**config.mk**
```make
export PLATFORM = sky130hd
export DESIGN_NAME = execute_unit_8_flat
export DESIGN_NICKNAME = d
export VERILOG_FILES = /design/src/rtl/cpu8_pkg.sv /design/src/rtl/execute_unit_8_if.sv /design/src/rtl/mul_8x8_iter.sv /design/src/rtl/execute_unit_8.sv /design/src/flat_wrapper.sv
export SDC_FILE = /design/constraint.sdc
export NUM_CORES = 1
export LEC_CHECK = 0
export ABC_AREA = 1
export CORE_UTILIZATION = 54
export CTS_BUF_LIST = sky130_fd_sc_hd__clkbuf_16
export DETAILED_ROUTE_END_ITERATION = 6
export MAX_ROUTING_LAYER = met4
export PLACE_DENSITY = 0.92
export SYNTH_ARGS = -nofsm -noshare
export SYNTH_HDL_FRONTEND = slang
export SYNTH_SLANG_ARGS = --single-unit
```
**constraint.sdc**
```tcl
create_clock -name clk -period 2.9 [get_ports clk]
set_input_delay 0.58 -clock clk [delete_from_list [all_inputs] [get_ports clk]]
set_output_delay 0.58 -clock clk [all_outputs]
set_load 0.01 [all_outputs]
```
**src/rtl/cpu8_pkg.sv**
```systemverilog
// Shared definitions for the 8-bit datapath: opcodes, flag indices, execute FSM states.
// writes_result() honours EXECUTE_UNIT_8_MUL_EN (opcode 14 is a NOP when it is undefined).
package cpu8_pkg;

    typedef enum logic [3:0] {
        OpAdd = 4'd0,
        OpSub = 4'd1,
        OpAnd = 4'd2,
        OpOr  = 4'd3,
        OpXor = 4'd4,
        OpNot = 4'd5,
        OpShl = 4'd6,
        OpShr = 4'd7,
        OpAdc = 4'd8,
        OpSbc = 4'd9,
        OpCmp = 4'd10,
        OpMov = 4'd11,
        OpInc = 4'd12,
        OpDec = 4'd13,
        OpMul = 4'd14,
        OpNop = 4'd15
    } op_e;

    localparam int unsigned FLAG_Z = 0;
    localparam int unsigned FLAG_N = 1;
    localparam int unsigned FLAG_C = 2;
    localparam int unsigned FLAG_V = 3;

    typedef enum logic [1:0] {
        StIdle = 2'd0,
        StMul  = 2'd1,
        StDone = 2'd2
    } exec_state_e;

    function automatic logic writes_result(op_e op);
`ifdef EXECUTE_UNIT_8_MUL_EN
        return !(op inside {OpCmp, OpNop});
`else
        return !(op inside {OpCmp, OpNop, OpMul});
`endif
    endfunction

endpackage

```
**src/rtl/execute_unit_8_if.sv**
```systemverilog
// Operation/result handshake and writeback bus of the execute stage.
// master = upstream/consumer side, slave = the execute unit.
interface execute_unit_8_if #(
    parameter int unsigned DATA_W = 8,
    parameter int unsigned SEL_W  = 3
);
    logic              in_valid;
    logic              in_ready;
    logic [3:0]        op;
    logic [DATA_W-1:0] operand_a;
    logic [DATA_W-1:0] operand_b;
    logic [SEL_W-1:0]  dest_sel;
    logic              out_valid;
    logic              out_ready;
    logic              wb_enable;
    logic [SEL_W-1:0]  wb_select;
    logic [DATA_W-1:0] wb_data;
    logic [3:0]        flags;
    logic              busy;

    modport master (
        output in_valid, op, operand_a, operand_b, dest_sel, out_ready,
        input  in_ready, out_valid, wb_enable, wb_select, wb_data, flags, busy
    );

    modport slave (
        input  in_valid, op, operand_a, operand_b, dest_sel, out_ready,
        output in_ready, out_valid, wb_enable, wb_select, wb_data, flags, busy
    );
endinterface

```
**src/rtl/mul_8x8_iter.sv**
```systemverilog
// Iterative 8x8 shift-add multiplier: one partial product per cycle, done pulses after 8.
// Only compiled when EXECUTE_UNIT_8_MUL_EN is defined.
`ifdef EXECUTE_UNIT_8_MUL_EN
module mul_8x8_iter (
    input  logic        clk,
    input  logic        rst,
    input  logic        start,
    input  logic [7:0]  a,
    input  logic [7:0]  b,
    output logic        done,
    output logic [15:0] product
);
    logic [15:0] mcand_q;
    logic [7:0]  mplier_q;
    logic [15:0] prod_q;
    logic [2:0]  cnt_q;
    logic        run_q;
    logic        done_q;

    always_ff @(posedge clk or negedge rst) begin
        if (!rst) begin
            mcand_q  <= '0;
            mplier_q <= '0;
            prod_q   <= '0;
            cnt_q    <= '0;
            run_q    <= 1'b0;
            done_q   <= 1'b0;
        end else begin
            done_q <= 1'b0;
            if (start) begin
                mcand_q  <= {8'd0, a};
                mplier_q <= b;
                prod_q   <= '0;
                cnt_q    <= '0;
                run_q    <= 1'b1;
            end else if (run_q) begin
                if (mplier_q[0]) begin
                    prod_q <= prod_q + mcand_q;
                end
                mcand_q  <= {mcand_q[14:0], 1'b0};
                mplier_q <= {1'b0, mplier_q[7:1]};
                cnt_q    <= cnt_q + 3'd1;
                if (cnt_q == 3'd7) begin
                    run_q  <= 1'b0;
                    done_q <= 1'b1;
                end
            end
        end
    end

    assign done    = done_q;
    assign product = prod_q;
endmodule
`endif

```
**src/rtl/execute_unit_8.sv**
```systemverilog
// Execute stage: ALU + flags + writeback with valid/ready on both sides.
// EXECUTE_UNIT_8_MUL_EN enables the iterative MUL for opcode 14; otherwise it acts as NOP.
module execute_unit_8
    import cpu8_pkg::*;
#(
    parameter int unsigned DATA_W      = 8,
    parameter int unsigned SEL_W       = 3,
    parameter logic [3:0]  RESET_FLAGS = 4'b0000
) (
    input logic             clk,
    input logic             rst,
    execute_unit_8_if.slave bus
);
    localparam int unsigned MSB = DATA_W - 1;

    if (DATA_W != 8) begin : g_bad_width
        $error("execute_unit_8 supports DATA_W == 8 only");
    end

    exec_state_e       state_q, state_d;
    logic [DATA_W-1:0] res_q;
    logic [SEL_W-1:0]  sel_q;
    logic              wr_q;
    logic [3:0]        flags_q;

    op_e               op_in;
    logic [DATA_W-1:0] a, b;
    logic              accept, is_mul, in_ready_s, mul_start;
    logic              mul_done;
    logic [2*DATA_W-1:0] mul_prod;

    assign op_in  = op_e'(bus.op);
    assign a      = bus.operand_a;
    assign b      = bus.operand_b;
    assign accept = bus.in_valid & in_ready_s;

`ifdef EXECUTE_UNIT_8_MUL_EN
    assign is_mul = (op_in == OpMul);
    mul_8x8_iter u_mul (
        .clk     (clk),
        .rst     (rst),
        .start   (mul_start),
        .a       (a),
        .b       (b),
        .done    (mul_done),
        .product (mul_prod)
    );
`else
    assign is_mul   = 1'b0;
    assign mul_done = 1'b0;
    assign mul_prod = '0;
`endif

    // Single-cycle ALU; subtract paths yield borrow in ext[DATA_W] directly.
    logic [DATA_W:0]   ext;
    logic [DATA_W-1:0] rhs, alu_res;
    logic              alu_c, alu_v, alu_upd;
    logic [3:0]        alu_flags, mul_flags;

    always_comb begin
        ext     = '0;
        rhs     = b;
        alu_res = '0;
        alu_c   = 1'b0;
        alu_v   = 1'b0;
        alu_upd = 1'b1;
        unique case (op_in)
            OpAdd, OpAdc, OpInc: begin
                rhs     = (op_in == OpInc) ? DATA_W'(1) : b;
                ext     = {1'b0, a} + {1'b0, rhs}
                        + {{DATA_W{1'b0}}, (op_in == OpAdc) & flags_q[FLAG_C]};
                alu_res = ext[DATA_W-1:0];
                alu_c   = ext[DATA_W];
                alu_v   = (a[MSB] == rhs[MSB]) & (alu_res[MSB] != a[MSB]);
            end
            OpSub, OpSbc, OpCmp, OpDec: begin
                rhs     = (op_in == OpDec) ? DATA_W'(1) : b;
                ext     = {1'b0, a} - {1'b0, rhs}
                        - {{DATA_W{1'b0}}, (op_in == OpSbc) & flags_q[FLAG_C]};
                alu_res = ext[DATA_W-1:0];
                alu_c   = ext[DATA_W];
                alu_v   = (a[MSB] != rhs[MSB]) & (alu_res[MSB] != a[MSB]);
            end
            OpAnd: alu_res = a & b;
            OpOr:  alu_res = a | b;
            OpXor: alu_res = a ^ b;
            OpNot: alu_res = ~a;
            OpMov: alu_res = b;
            OpShl: begin
                alu_res = {a[MSB-1:0], 1'b0};
                alu_c   = a[MSB];
            end
            OpShr: begin
                alu_res = {1'b0, a[MSB:1]};
                alu_c   = a[0];
            end
            OpMul, OpNop: alu_upd = 1'b0;
        endcase

        alu_flags         = '0;
        alu_flags[FLAG_Z] = (alu_res == '0);
        alu_flags[FLAG_N] = alu_res[MSB];
        alu_flags[FLAG_C] = alu_c;
        alu_flags[FLAG_V] = alu_v;

        mul_flags         = '0;
        mul_flags[FLAG_Z] = (mul_prod[DATA_W-1:0] == '0);
        mul_flags[FLAG_N] = mul_prod[MSB];
        mul_flags[FLAG_C] = |mul_prod[2*DATA_W-1:DATA_W];
    end

    always_ff @(posedge clk or negedge rst) begin
        if (!rst) begin
            state_q <= StIdle;
        end else begin
            state_q <= state_d;
        end
    end

    always_comb begin
        state_d = state_q;
        unique case (state_q)
            StIdle: if (accept) state_d = is_mul ? StMul : StDone;
            StMul:  if (mul_done) state_d = StDone;
            StDone: begin
                if (bus.out_ready) begin
                    state_d = accept ? (is_mul ? StMul : StDone) : StIdle;
                end
            end
            default: state_d = StIdle;
        endcase
    end

    always_comb begin
        in_ready_s    = (state_q == StIdle) | ((state_q == StDone) & bus.out_ready);
        mul_start     = accept & is_mul;
        bus.in_ready  = in_ready_s;
        bus.busy      = (state_q != StIdle);
        bus.out_valid = (state_q == StDone);
        bus.wb_enable = (state_q == StDone) & bus.out_ready & wr_q;
    end

    always_ff @(posedge clk or negedge rst) begin
        if (!rst) begin
            res_q   <= '0;
            sel_q   <= '0;
            wr_q    <= 1'b0;
            flags_q <= RESET_FLAGS;
        end else if (accept) begin
            sel_q <= bus.dest_sel;
            wr_q  <= writes_result(op_in);
            if (!is_mul) begin
                res_q <= alu_res;
                if (alu_upd) flags_q <= alu_flags;
            end
        end else if ((state_q == StMul) && mul_done) begin
            res_q   <= mul_prod[DATA_W-1:0];
            flags_q <= mul_flags;
        end
    end

    assign bus.wb_data   = res_q;
    assign bus.wb_select = sel_q;
    assign bus.flags     = flags_q;
endmodule

```
**src/flat_wrapper.sv**
```systemverilog
// flat-port wrapper written by rule: the top's interface ports become plain ports
module execute_unit_8_flat import cpu8_pkg::*;
#(
    parameter int unsigned DATA_W      = 8,
    parameter int unsigned SEL_W       = 3,
    parameter logic [3:0]  RESET_FLAGS = 4'b0000
)
  (clk, rst, bus_in_valid, bus_op, bus_operand_a, bus_operand_b, bus_dest_sel, bus_out_ready, bus_in_ready, bus_out_valid, bus_wb_enable, bus_wb_select, bus_wb_data, bus_flags, bus_busy);
  execute_unit_8_if #(.DATA_W(DATA_W), .SEL_W(SEL_W)) bus_i ();
  input logic clk;
  input logic rst;
  input wire logic [$bits(bus_i.in_valid)-1:0] bus_in_valid;
  input wire logic [$bits(bus_i.op)-1:0] bus_op;
  input wire logic [$bits(bus_i.operand_a)-1:0] bus_operand_a;
  input wire logic [$bits(bus_i.operand_b)-1:0] bus_operand_b;
  input wire logic [$bits(bus_i.dest_sel)-1:0] bus_dest_sel;
  input wire logic [$bits(bus_i.out_ready)-1:0] bus_out_ready;
  output wire logic [$bits(bus_i.in_ready)-1:0] bus_in_ready;
  output wire logic [$bits(bus_i.out_valid)-1:0] bus_out_valid;
  output wire logic [$bits(bus_i.wb_enable)-1:0] bus_wb_enable;
  output wire logic [$bits(bus_i.wb_select)-1:0] bus_wb_select;
  output wire logic [$bits(bus_i.wb_data)-1:0] bus_wb_data;
  output wire logic [$bits(bus_i.flags)-1:0] bus_flags;
  output wire logic [$bits(bus_i.busy)-1:0] bus_busy;
  assign bus_i.in_valid = bus_in_valid;
  assign bus_i.op = bus_op;
  assign bus_i.operand_a = bus_operand_a;
  assign bus_i.operand_b = bus_operand_b;
  assign bus_i.dest_sel = bus_dest_sel;
  assign bus_i.out_ready = bus_out_ready;
  assign bus_in_ready = bus_i.in_ready;
  assign bus_out_valid = bus_i.out_valid;
  assign bus_wb_enable = bus_i.wb_enable;
  assign bus_wb_select = bus_i.wb_select;
  assign bus_wb_data = bus_i.wb_data;
  assign bus_flags = bus_i.flags;
  assign bus_busy = bus_i.busy;
  execute_unit_8 #(.DATA_W(DATA_W), .SEL_W(SEL_W), .RESET_FLAGS(RESET_FLAGS)) u_core (.clk(clk), .rst(rst), .bus(bus_i));
endmodule
```
==> summary.txt <==
run status -> finished, violations left
violations in the final reports -> DRC
Inserted Diodes -> 0
data required time at the worst endpoint -> 3.09 ns
Root Driver -> sky130_fd_sc_hd__clkbuf_16
clock latency on the worst-skew pair -> 0.25 ns
library cell with the highest instance count after synthesis -> sky130_fd_sc_hd__nand2_1
pin count of the biggest net entering global routing -> 18
count of input and output buffers -> 45
DIE HEIGHT -> 71.04 um
summed area of non-filler cells in the final layout -> 3687 um^2
max-slew violation count -> 0
most used flip-flop cell after synthesis -> sky130_fd_sc_hd__dfrtp_1
post-cts hold buffer count -> 0
Critical Setup Path Class -> in2reg
leftover overflow at the end of global routing -> 0
biggest area contributors in the synthesized netlist -> sky130_fd_sc_hd__nand2_1, sky130_fd_sc_hd__ha_1, sky130_fd_sc_hd__dfrtp_1
wire length of the first global-routing pass -> 14680 um
width of the die -> 71.04 um
number of setup violations in the final report -> 0
Total Die Area -> 5046 um^2
achievable frequency -> 348.9 MHz
depth of the CTS H-tree -> 1
Post-DP HPWL -> 6764 um
initial antenna violation count -> 0
proportion of layout cells with a drive suffix above 1 -> 0.1694
TritonCTS clock tree -> yes
Setup crit end kind -> register
DRT Pass-1 Iters -> 7
yosys synthesis warning count -> 0
Vias per Instance -> 5.724
sort of element at the start of the critical path -> input port
startpoint of the lowest-slack hold path -> u_core.bus.wb_data[1]$_DFFE_PN0P_
number of hold violations in the final report -> 0
transition time of the tightest slew-check pin -> 0.7938 ns
Synthesized Nets -> 510
Sink Count -> 17
leakage dissipation -> 2.066 nW
fraction of synthesis flops using an asynchronous set or reset pin -> 1.000
Max Cap Violations -> 0
highest fanout seen on the critical path -> 2
detailed-route wire length per cell -> 15.46 um
Max Buffers Root-to-Sink -> 2
Netlist cell types -> 28
number of global-route vias before repair -> 3302
area of the core -> 4474 um^2
Inserted Clock Buffers -> 3
clock transition time at the flip-flop clock pins of the worst setup and hold paths -> 0.05 ns
cell row count -> 24
Min Clock Period, post-route -> 2.866 ns
share of Yosys cell area claimed by the top area cell type -> 0.2290
fillers -> 292
GRT Total Usage -> 0.3782
area delta synth->final -> 43.27%
post-synthesis instance total -> 442
vias -> 3406
timing startpoint of the critical path -> bus_operand_b[0]
Final period util -> 0.9883
Final Wtd Congestion -> 0.9988
post-synthesis sequential area ratio -> 0.1653
most used standard cells in the synthesized netlist -> sky130_fd_sc_hd__nand2_1, sky130_fd_sc_hd__inv_1, sky130_fd_sc_hd__nor2_1
total of flip-flops plus latches after synthesis -> 17
Initial Utilization -> 0.5752
max-slew headroom at the worst pin -> 0.4692
clock skew after layout -> 0.003813 ns
Net count, final -> 612
Iteration-0 DRC Markers -> 403
data arrival time of the critical path -> 3.05 ns
maximum vdd drop -> 0.3632 mV
RR Startpoint -> u_core.bus.flags[2]$_DFFE_PN0P_
total cell area at the placement stage -> 3468 um^2
post-place setup slack -> -0.4945 ns
worst-case setup margin in the final layout -> 0.03402 ns
reg-to-reg setup timing slack -> 0.18 ns
top-level I/O count -> 46
HP Class -> reg2reg
cell area after synthesis -> 2574 um^2
cell taking the most area after synthesis -> sky130_fd_sc_hd__nand2_1
total detailed-routing wirelength -> 9201 um
Pwr Density -> 356.7 nW/um^2
DRT antenna net count -> 0
count of unresolved DRC violations after routing -> 4
number of enable-type register cells in the synthesized netlist -> 0
mean instance size in the synthesized netlist -> 5.823 um^2
## where the power goes
part	switching [mW]	internal [mW]	total, mW
clock network	0.0930	0.183	0.276
logic	0.394	0.335	0.729
registers	0.0300	0.280	0.310
## area by class of cell
class | instances | area, um^2 | share of cell area
multi-input combinational | 339 | 1949 | 0.5287
timing repair buffer | 99 | 853.3 | 0.2314
sequential | 17 | 425.4 | 0.1154
inverter | 84 | 315.3 | 0.08551
clock buffer | 3 | 75.07 | 0.02036
tap | 52 | 65.06 | 0.01765
clock inverter | 1 | 3.754 | 0.001018
## kinds of logic after synthesis
| logic type | count (synthesis) | share of synthesized area |
|---|---|---|
| AO/OA/AOI/OAI | 31 | 0.06467 |
| XOR/XNOR | 1 | 0.003404 |
| adder cells (fa/ha/maj) | 41 | 0.2110 |
| buffers and inverters | 86 | 0.1269 |
| flip-flops | 17 | 0.1653 |
| AND/OR/NAND/NOR | 266 | 0.4288 |
## through the flow
stage,cells,power (mW),TNS [ns],hold WS [ns],utilization
floorplan,442,0.6408,0,0.2844,-
CTS,595,1.260,0,0.4876,0.8093
global route,595,1.395,-0.07033,0.5204,0.8241
detailed placement,589,0.9552,-3.400,0.4743,0.7752
global placement,589,0.9242,-2.443,0.4618,0.7752
finish,595,1.315,0,0.4900,0.8241
## cells in the final DEF, fill, tap and decap left out, drive strengths merged, types with 3 or more instances in the layout
| cell | instances |
|---|---|
| a21oi | 8 |
| o21ai | 19 |
| fa | 4 |
| clkbuf | 3 |
| nand3 | 31 |
| dfrtp | 17 |
| nor2 | 55 |
| ha | 37 |
| nand4 | 10 |
| buf | 54 |
| inv | 84 |
| dlygate4sd2 | 4 |
| nand2 | 158 |
| clkdlybuf4s50 | 40 |
| nand3b | 4 |
| nor3 | 4 |
## registers in the layout, summed over array words and instances, names as in the netlist
| signal | cells |
|---|---|
| u_core.wr_q | 1 |
| u_core.bus.wb_select | 3 |
| u_core.bus.flags | 4 |
| u_core.state_q | 1 |
| u_core.bus.wb_data | 8 |
## critical path, cell delays in order
cell	delay [ns]
sky130_fd_sc_hd__clkdlybuf4s50_1	0.46
sky130_fd_sc_hd__inv_2	0.09
sky130_fd_sc_hd__o21ai_2	0.07
sky130_fd_sc_hd__fa_2	0.54
sky130_fd_sc_hd__inv_1	0.07
sky130_fd_sc_hd__ha_1	0.29
sky130_fd_sc_hd__xor2_1	0.16
sky130_fd_sc_hd__nand2_1	0.12
sky130_fd_sc_hd__nand2_1	0.11
sky130_fd_sc_hd__nor3_4	0.19
sky130_fd_sc_hd__nand2_1	0.10
sky130_fd_sc_hd__nor2_2	0.12
sky130_fd_sc_hd__nand4_1	0.09
sky130_fd_sc_hd__nand2_1	0.06
## metal layers
metal | routed length (um) | up-vias | track usage
met1 | 3312 | 1549 | 0.4212
met2 | 4519 | 214 | 0.6335
met4 | 565 | 0 | 0.2378
met5 | 0 | - | -
li1 | - | 1582 | -
met3 | 802 | 61 | 0.05840
## worst paths after layout
path	depth (start not counted)	endpoint
max in group asynchronous	1	u_core.bus.wb_select[0]$_DFFE_PN0P_
hold reg to reg	2	u_core.bus.wb_data[1]$_DFFE_PN0P_
setup reg to reg	13	u_core.bus.flags[0]$_DFFE_PN0P_
min in group asynchronous	1	u_core.bus.wb_data[1]$_DFFE_PN0P_
hold / removal	2	u_core.bus.wb_data[1]$_DFFE_PN0P_
setup / recovery	14	u_core.bus.flags[0]$_DFFE_PN0P_
## timing repair
action	4_1_cts	5_1_grt
pin swaps	9	7
setup endpoints to repair	8	7
resized for setup	26	15
setup buffers	2	0
Power figures use the tool's default switching activity.
